**src/rtl/mem_req_ctrl.sv**
```systemverilog
// MEM-stage memory request controller: turns a MEM-stage load/store into one
// SRAM-like bus transaction, stalls the pipeline until it completes, and holds load data.
module mem_req_ctrl #(
    parameter int unsigned ADDR_WIDTH = 32
) (
    input  logic                  clk,
    input  logic                  resetn,
    input  logic                  memenM,
    input  logic                  memwriteM,
    input  logic                  excM,
    input  logic [1:0]            sizeM,
    input  logic [ADDR_WIDTH-1:0] addrM,
    input  logic [31:0]           wdataM,
    input  logic                  stall_other,
    output logic                  stall_memM,
    output logic [31:0]           rdataM,
    output logic                  data_req,
    output logic                  data_wr,
    output logic [1:0]            data_size,
    output logic [ADDR_WIDTH-1:0] data_addr,
    output logic [31:0]           data_wdata,
    input  logic                  data_addr_ok,
    input  logic                  data_data_ok,
    input  logic [31:0]           data_rdata
);

    localparam int unsigned DATA_W = 32;
    localparam int unsigned SIZE_W = 2;

    typedef enum logic [1:0] {
        IDLE = 2'd0,
        ADDR = 2'd1,
        DATA = 2'd2,
        HOLD = 2'd3
    } state_t;

    state_t state;
    state_t state_next;

    logic                  new_req;
    logic [SIZE_W-1:0]     size_norm;
    logic [DATA_W-1:0]     wdata_rep;
    logic                  req_load;
    logic                  rdata_load;

    logic                  req_wr_q;
    logic [SIZE_W-1:0]     req_size_q;
    logic [ADDR_WIDTH-1:0] req_addr_q;
    logic [DATA_W-1:0]     req_wdata_q;
    logic [DATA_W-1:0]     rdata_q;

    // Request qualification and store-lane replication
    always_comb begin
        new_req   = memenM & ~excM;
        size_norm = (sizeM == 2'd3) ? 2'd2 : sizeM;
        case (size_norm)
            2'd0:    wdata_rep = {4{wdataM[7:0]}};
            2'd1:    wdata_rep = {2{wdataM[15:0]}};
            default: wdata_rep = wdataM;
        endcase
    end

    always_ff @(posedge clk) begin
        if (!resetn) begin
            state <= IDLE;
        end else begin
            state <= state_next;
        end
    end

    // Next state and bus/pipeline outputs; IDLE presents the request straight from the inputs
    always_comb begin
        state_next = state;
        data_req   = 1'b0;
        data_wr    = req_wr_q;
        data_size  = req_size_q;
        data_addr  = req_addr_q;
        data_wdata = req_wdata_q;
        stall_memM = 1'b0;
        rdataM     = rdata_q;
        req_load   = 1'b0;
        rdata_load = 1'b0;

        case (state)
            IDLE: begin
                if (new_req) begin
                    data_req   = 1'b1;
                    data_wr    = memwriteM;
                    data_size  = size_norm;
                    data_addr  = addrM;
                    data_wdata = wdata_rep;
                    stall_memM = 1'b1;
                    req_load   = 1'b1;
                    state_next = data_addr_ok ? DATA : ADDR;
                end
            end
            ADDR: begin
                data_req   = 1'b1;
                stall_memM = 1'b1;
                if (data_addr_ok) begin
                    state_next = DATA;
                end
            end
            DATA: begin
                if (data_data_ok) begin
                    rdataM     = data_rdata;
                    rdata_load = 1'b1;
                    state_next = stall_other ? HOLD : IDLE;
                end else begin
                    stall_memM = 1'b1;
                end
            end
            HOLD: begin
                // Same instruction still sits in MEM; wait for the pipeline to move on
                if (!stall_other) begin
                    state_next = IDLE;
                end
            end
            default: begin
                state_next = IDLE;
            end
        endcase
    end

    always_ff @(posedge clk) begin
        if (!resetn) begin
            req_wr_q    <= 1'b0;
            req_size_q  <= SIZE_W'(0);
            req_addr_q  <= ADDR_WIDTH'(0);
            req_wdata_q <= DATA_W'(0);
        end else if (req_load) begin
            req_wr_q    <= memwriteM;
            req_size_q  <= size_norm;
            req_addr_q  <= addrM;
            req_wdata_q <= wdata_rep;
        end
    end

    always_ff @(posedge clk) begin
        if (!resetn) begin
            rdata_q <= DATA_W'(0);
        end else if (rdata_load) begin
            rdata_q <= data_rdata;
        end
    end

endmodule

```
**config.mk**
```make
export PLATFORM = sky130hd
export DESIGN_NAME = mem_req_ctrl
export DESIGN_NICKNAME = d
export VERILOG_FILES = /design/src/rtl/mem_req_ctrl.sv
export SDC_FILE = /design/constraint.sdc
export NUM_CORES = 1
export LEC_CHECK = 0
export ABC_AREA = 1
export CORE_MARGIN = 2
export CORE_UTILIZATION = 43
export CTS_CLUSTER_SIZE = 16
export DETAILED_ROUTE_END_ITERATION = 12
export PLACE_DENSITY = 0.84
export SYNTH_ARGS = -nofsm -noshare
export SYNTH_HDL_FRONTEND = slang
export SYNTH_SLANG_ARGS = --single-unit
```
**constraint.sdc**
```tcl
create_clock -name clk -period 1.7 [get_ports clk]
set_input_delay 0.34 -clock clk [delete_from_list [all_inputs] [get_ports clk]]
set_output_delay 0.34 -clock clk [all_outputs]
set_load 0.02 [all_outputs]
```
* Word level (Yosys, flattened, before mapping)
Index checks and enable logic that the tools add are counted.
W data, S select, Z words.
** Word-level totals
- Register bits :: 101
- Input port bits :: 106
- Output and inout port bits :: 101
- Word-level logic and storage cells :: 46
** Operators by class
- Eq/ne operators :: 9
- Muxes and demuxes :: 26
- Bitwise operators :: 2
- Reductions and logical operators :: 3
** Operators with widths (count)
- $mux W32 :: 6
- $pmux W32 S2 :: 1
- $mux W2 :: 9
- $ne A2 B2 Y1 const B :: 4
- $pmux W2 S4 :: 1
- $mux W1 :: 7
- $eq A2 B2 Y1 const B :: 3
- $eq A2 B1 Y1 const B :: 2
- $logic_not A2 Y1 :: 2
- $reduce_and A4 Y1 :: 1
- $pmux W1 S3 :: 1
- $pmux W1 S2 :: 1
- $and A1 B1 Y1 :: 1
- $not A1 Y1 :: 1

* Longest topological paths before layout
Gate-level depths: netlist of the first run.
- Depth in word-level cells :: 6
- Gate-level depth with buffers :: 8
- Gate-level depth less buffers :: 8

* Worst setup path after synthesis of the first run
No wires, ideal clock.
- Path type :: register -> output
- From :: register state[1]
- To :: output port rdataM[21]
- Arrival time :: 1.254 ns
- Path slack :: 0.106 ns
- Stages on the path, launching flop included :: 8
- Cells stage by stage :: dfxtp_1 > inv_2 > nor2_2 > nand2_1 > buf_2 > nand2_1 > inv_1 > a21oi_1
** Between the ends
- Cells in the longest elaborated chain, start to end :: 2
** RTL lines
- start, declared :: line 37 : state_t state;
- start signal, assigned :: line 67 : state <= state_next;
- $eq A2 B2 Y1 :: line 84 : case (state)
- $mux W32 :: line 84
- end, declared :: line 16 : output logic [31:0] rdataM,
Every way passes these cells.

* Worst setup path in the final report of the first run
- From :: register state[1]
- To :: output port data_wdata[24]
** Between the ends
- Cells in the longest elaborated chain, start to end :: 2
** RTL lines
- $logic_not A2 Y1 :: line 84
- $mux W32 :: line 84
- end, declared :: line 21 : output logic [31:0] data_wdata,
Every way passes these cells.

==> run metrics, run 1 <==
vias in the first global route 6,145; Post-Syn Instances 695; Post-Syn Nets 801; Via-to-Cell Ratio 4.89; combinational power share 0.582; setup violators final 101; Worst Path Max Fanout 11; Final Net Count 1,177; Critical-path top delay cell dfxtp_2; maximum buffer depth of the clock tree 2; status finished, violations left; fin cells 1,219; Initial DRC Count 314; largest net degree at the start of global routing 41; Switching Power 4.62 mW; die area 0.0124 mm²; failing checks setup timing; final WL 19,100 µm; mean area per synthesized cell 7.14 µm²; Slew Limit Fails 0; IO Count 207; clock share of power 0.170; mapped cell area 0.00496 mm²; RSZ-0062 raised after global routing true; post-layout power 11.7 mW; most common cell after layout, fill and taps aside buf_4; Final ANT Viol Nets 0; crit path cell chain inv_4, nand2_4, nor2_8, inv_6, buf_12, buf_12, buf_6, nand2_4, nand2_2, buf_6; synth warn 0; clock sinks 101; hold violation total from the final report 0; vias 5,959; leak pwr 4.72 nW; drt first pass iters 5; max incr delay on CP 0.34 ns; final core occ 0.814; CP bufs+invs 6; Residual DRC 0; Achievable Freq 490 MHz; total track usage 0.285; Worst EP arrival 1.70 ns; global-route wire length before repair 29,000 µm; sequential-to-total area share from yosys stat 0.407; Yosys top cell by area dfxtp_1; Root Buffer clkbuf_16; gpl congestion 0.801; CP Data Required Time 1.36 ns; Crit Path Category flip-flop to output port; maximum VDD drop 0.812 mV; # placed instances 1,167; Top delay family on crit path buffers and inverters; later-pin clock latency in the skew report 0.34 ns; CTS tree built; sequential group share of total power 0.247; Slew HR 0.740; Layout Skew 0.00509 ns; Distinct cells, synth 29; initial core utilization 0.438; P_int 7.13 mW; share of the synthesized area in the top cell type 0.407; initial antenna violation count 0; CP Capture Type output port; setup_tns -26.18 ns; DP HPWL 11,500 µm; Clock transition at path regs 0.07 ns; MaxCap Viol Count 0; commonest non-fill, non-tap cells in the layout buf_4 (188), inv_1 (132), nand2_1 (109); Hold Path Class flip-flop to flip-flop; Rows 39; layout cells sized above 1 0.439; Inserted Diodes 0; routed len/inst 15.7 µm; power per cell area 1270 mW/mm²; core area 0.0113 mm²; Yosys reg bits 101; IO buf count 206; Final min period 2.04 ns; period utilization 1.20; Setup WS pre-CTS -0.928 ns; r2r setup slk 0.10 ns; slew at the pin with the worst max-slew slack 0.388 ns; area grow syn2layout 85.8%; aggregate global routing overflow 0; Die W 111 µm; CTS Buf Count 9; Sw Share 0.393; Final WS setup -0.342 ns; H-tree lvl count 3; CP Launch Type flip-flop; Synth area leaders dfxtp_1 (41%), nand2_1 (11%), inv_1 (10%); die height 111 µm
==> cells by family (layout without fill, tap and decap cells) <==
| logic type | after synthesis | in the layout | share of synthesized area |
|---|---|---|---|
| flip-flops | 101 | 101 | 0.407 |
| buffers and inverters | 177 | 558 | 0.156 |
| AND/OR/NAND/NOR | 267 | 267 | 0.241 |
| AO/OA/AOI/OAI | 150 | 150 | 0.195 |
==> timing repair <==
action	CTS	global route
buffers inserted	26	9
setup endpoints to repair	101	101
endpoints found under the hold margin	0	0
gates cloned	4	0
gates resized for setup	561	76
pin swaps	19	10
hold buffers	0	0
==> stage by stage <==
stage	instance area, µm²	hold WS (ns)
after floorplan	4960	0.444
after CTS	8980	0.469
after detailed placement	8290	0.457
after global routing	9220	0.476
final	9220	0.468
after global placement	8290	0.451
==> cells in the mapped netlist <==
cell / number
inv_1: 137
a211oi_2: 2
clkbuf_1: 11
o211ai_1: 9
or2_2: 18
nor2_2: 4
a211oi_1: 30
nor3_1: 1
clkbuf_2: 2
nand3_1: 11
nand2_4: 1
a21oi_1: 48
buf_2: 14
a21oi_2: 18
buf_8: 1
buf_6: 4
nand2_2: 18
nor2_8: 1
dfxtp_1: 101
inv_6: 1
inv_2: 2
o21ai_1: 23
buf_4: 3
buf_12: 2
nor2_1: 40
o21ai_2: 10
nand2_1: 150
o21ai_0: 10
or2_1: 23
==> worst reg2reg max path: stages (launching register included) <==
cell and delay, ns:
dfxtp_2 0.33, buf_4 0.14, nor2_2 0.13, nand2_2 0.11, buf_6 0.16, nand2_1 0.08
inv_1 0.07, buf_4 0.13, a211oi_1 0.32
==> sequential cells by signal, summed over array words and instances, names as in the netlist <==
register,count
req_wdata_q,32
req_size_q,2
rdata_q,32
req_wr_q,1
req_addr_q,32
state,2
==> power by group through the flow <==
stage | logic (mW) | registers [mW] | clock network, mW
2_1_floorplan | 2.94 | 2.90 | 0
3_3_place_gp | 5.94 | 2.91 | 0
3_5_place_dp | 6.06 | 2.92 | 0
4_1_cts | 6.40 | 2.87 | 2.01
5_1_grt | 7.32 | 2.93 | 2.12
6_report | 6.84 | 2.91 | 2.00
==> final timing paths <==
kind | start | endpoint | cells after the start
setup / recovery | state[1] | data_wdata[24] | 10
hold / removal | req_wdata_q[11] | req_wdata_q[11] | 2
setup reg to reg | state[0] | rdata_q[12] | 8
hold reg to reg | req_wdata_q[11] | req_wdata_q[11] | 2
==> cell type report <==
type	count	area, µm²
repair buffers	402	3680
multi-input cells	417	2510
fillers	683	2100
flip-flops and latches	101	2020
inverters	140	534
clock buffers	10	239
well taps	143	179
clock inverters	6	48.8
==> metal layers <==
layer,vias to the layer above,global-route usage,share of wire
li1,2890,-,-
met2,281,0.516,0.50
met1,2719,0.310,0.38
met4,0,0.152,0.047
met3,69,0.0631,0.068
met5,-,0,0
No activity file was read; power rests on OpenSTA's default activity.
==> run 2, diff against run 1 <==
--- a/config.mk
+++ b/config.mk
@@ -6,6 +6,7 @@
 export NUM_CORES = 1
 export LEC_CHECK = 0
 export ABC_AREA = 1
+export CAP_MARGIN = 20
 export CORE_MARGIN = 2
 export CORE_UTILIZATION = 43
 export CTS_CLUSTER_SIZE = 16
==> results of run 2 <==
The final DEF is identical to that of run 1; final timing and power are the same.
==> run 3, diff against run 2 <==
--- a/config.mk
+++ b/config.mk
@@ -8,10 +8,10 @@
 export ABC_AREA = 1
 export CAP_MARGIN = 20
 export CORE_MARGIN = 2
-export CORE_UTILIZATION = 43
+export CORE_UTILIZATION = 25
 export CTS_CLUSTER_SIZE = 16
 export DETAILED_ROUTE_END_ITERATION = 12
-export PLACE_DENSITY = 0.84
+export PLACE_DENSITY = 0.55
 export SYNTH_ARGS = -nofsm -noshare
 export SYNTH_HDL_FRONTEND = slang
 export SYNTH_SLANG_ARGS = --single-unit
==> run 3 against run 2 <==
Against the previous run: the run still ends with setup timing left; flip-flop and latch count stayed put; via count decreased by 7.6%; global-route usage down 13 points; sequential power decreased by 1%; clock power rose by 4%; wire length is 9.9% lower; count of clock-buffer cells in the layout rose by 2; cell count rose by 9.8%; cell area rose by 3.6%; total power is 1.1% higher; critical endpoint is now data_addr[18]; highest routed layer unchanged.
==> run metrics, run 3 (synthesized netlist as in run 1, its figures left out) <==
H-tree lvl count 3 (unchanged); reg2reg end req_addr_q[26] (was rdata_q[12]); Initial DRC Count 150 (was 314); Crit Path Category flip-flop to output port (unchanged); CTS Buf Count 9 (unchanged); hold-fix buffers at CTS 0 (unchanged); die area 0.0210 mm² (was 0.0124 mm²); Layout Skew 0.00412 ns (was 0.00509 ns); IO buf count 206 (unchanged); routed len/inst 12.8 µm (was 15.7 µm); Achievable Freq 496 MHz (was 490 MHz); Worst Path Max Fanout 18 (was 11); power per cell area 1240 mW/mm² (was 1270 mW/mm²); total track usage 0.159 (was 0.285); fin cells 1,338 (was 1,219); status finished, violations left (unchanged); CP Data Required Time 1.36 ns (about the same); Slew HR 0.818 (was 0.740); maximum buffer depth of the clock tree 2 (unchanged); largest net degree at the start of global routing 42 (was 41); clock sinks 101 (unchanged); Switching Power 4.45 mW (was 4.62 mW); most common cell after layout, fill and taps aside buf_4 (unchanged); P_int 7.42 mW (was 7.13 mW); Die W 145 µm (was 111 µm); Slew Limit Fails 0 (unchanged); Worst EP arrival 1.68 ns (was 1.70 ns); vias 5,504 (was 5,959); drt first pass iters 4 (was 5); vias in the first global route 5,325 (was 6,145); Final min period 2.02 ns (was 2.04 ns); commonest non-fill, non-tap cells in the layout buf_4 (197), inv_1 (133), clkdlybuf4s50_1 (101) (was buf_4 (188), inv_1 (132), nand2_1 (109)); CP Capture Type output port (unchanged); failing checks setup timing (unchanged); MaxCap Viol Count 0 (unchanged); IO Count 207 (unchanged); later-pin clock latency in the skew report 0.35 ns (was 0.34 ns); area grow syn2layout 92.5% (was 85.8%); initial antenna violation count 0 (unchanged); DP HPWL 11,600 µm (was 11,500 µm); die height 145 µm (was 111 µm); FILL cells 1,939 (was 683); Setup WS pre-CTS -1.02 ns (was -0.928 ns); period utilization 1.19 (was 1.20); setup_tns -24.45 ns (was -26.18 ns); maximum VDD drop 0.533 mV (was 0.812 mV); Via-to-Cell Ratio 4.11 (was 4.89); Post-DP Area 0.00846 mm² (was 0.00829 mm²); Clock transition at path regs 0.06 ns (was 0.07 ns); CP Launch Type flip-flop (unchanged); Multi-input gate area 0.00266 mm² (was 0.00251 mm²); combinational power share 0.582 (about the same); Sw Share 0.375 (was 0.393); r2r setup slk 0.11 ns (was 0.10 ns); layout cells sized above 1 0.458 (was 0.439); hold path depth 2 (unchanged); hold_sp req_wdata_q[8] (was req_wdata_q[11]); Hold Path Class flip-flop to flip-flop (unchanged); Final Net Count 1,174 (was 1,177); FF+latch area 0.00202 mm² (unchanged); final design instance area without fill 0.00956 mm² (was 0.00922 mm²); final WL 17,200 µm (was 19,100 µm); hold violation total from the final report 0 (unchanged); initial core utilization 0.255 (was 0.438); R2R Path Start state[1] (was state[0]); Inserted Diodes 0 (unchanged); core area 0.0195 mm² (was 0.0113 mm²); Final ANT Viol Nets 0 (unchanged); hold_ws 0.472 ns (was 0.468 ns); # placed instances 1,293 (was 1,167); biggest regs rdata_q (32), req_addr_q (32), req_wdata_q (32) (unchanged); setup violators final 101 (unchanged); leak pwr 4.80 nW (was 4.72 nW); slew at the pin with the worst max-slew slack 0.272 ns (was 0.388 ns); Residual DRC 0 (unchanged); clock share of power 0.176 (was 0.170); gpl congestion 0.833 (was 0.801); RSZ-0062 raised after global routing true (unchanged); worst r2r path cells 11 (was 8); Hold Path Sink req_wdata_q[8] (was req_wdata_q[11]); aggregate global routing overflow 0 (unchanged); post-layout power 11.9 mW (was 11.7 mW); CTS tree built (unchanged); Root Buffer clkbuf_16 (unchanged); sequential group share of total power 0.242 (was 0.247); final core occ 0.491 (was 0.814); global-route wire length before repair 27,100 µm (was 29,000 µm); Rows 51 (was 39); Final WS setup -0.317 ns (was -0.342 ns)
## run 3: cell types whose count changed in the layout (fill, tap and decap cells not counted), moves of 10 or more
cell and delta:
buf_2 -13, buf_6 +10, clkdlybuf4s15_2 -11, nand2_1 -23, nand2_2 +25, or2_4 +13
## run 3: metal layers
| layer | routed length (µm) | part of all wire | GRT usage | vias to the layer above |
|---|---|---|---|---|
| li1 | - | - | - | 2881 |
| met1 | 7730 | 0.45 | 0.193 | 2459 |
| met2 | 8030 | 0.47 | 0.262 | 151 |
| met3 | 1180 | 0.068 | 0.0588 | 13 |
| met4 | 247 | 0.014 | 0.0455 | 0 |
| met5 | 0 | 0 | 0 | - |
## run 3: worst max path at each step
stage	startpoint	end	slack (ns)	depth (start not counted)
after CTS	state[1]	data_addr[20]	-0.38	8
after global routing	state[1]	data_addr[18]	-0.42	8
final	state[1]	data_addr[18]	-0.32	8
after floorplan	state[1]	rdataM[21]	0.11	7
after detailed placement	memenM	data_wdata[31]	-1.02	7
after global placement	memenM	data_wdata[31]	-1.0	7
## run 3: final cells by class
class / instances / share of cell area
repair buffers: 398 / 0.388
multi-input cells: 418 / 0.278
flip-flops and latches: 101 / 0.212
inverters: 140 / 0.0564
well taps: 265 / 0.0347
clock buffers: 12 / 0.0258
clock inverters: 4 / 0.00498
## run 3: critical path, cell delays in order, from the launching register on
cell and delay (ns):
dfxtp_2 0.33, inv_4 0.07, nand2_4 0.07, nor2_8 0.21, inv_8 0.08, buf_12 0.18
o21ai_4 0.16, inv_1 0.06, buf_4 0.15
## run 3: power by group through the flow
stage | Combinational (mW) | Sequential [mW] | Clock [mW]
finish | 6.91 | 2.87 | 2.09
global route | 7.46 | 2.91 | 2.27
CTS | 6.64 | 2.86 | 2.18
detailed placement | 6.04 | 2.91 | 0
global placement | 6.03 | 2.90 | 0
floorplan | 2.94 | 2.90 | 0
## run 3: timing repair
item / in CTS / in global routing
endpoints found under the setup margin: 101 / 104
gates cloned: 5 / 3
pin swaps: 14 / 33
buffers inserted: 29 / 7
resized for setup: 614 / 110
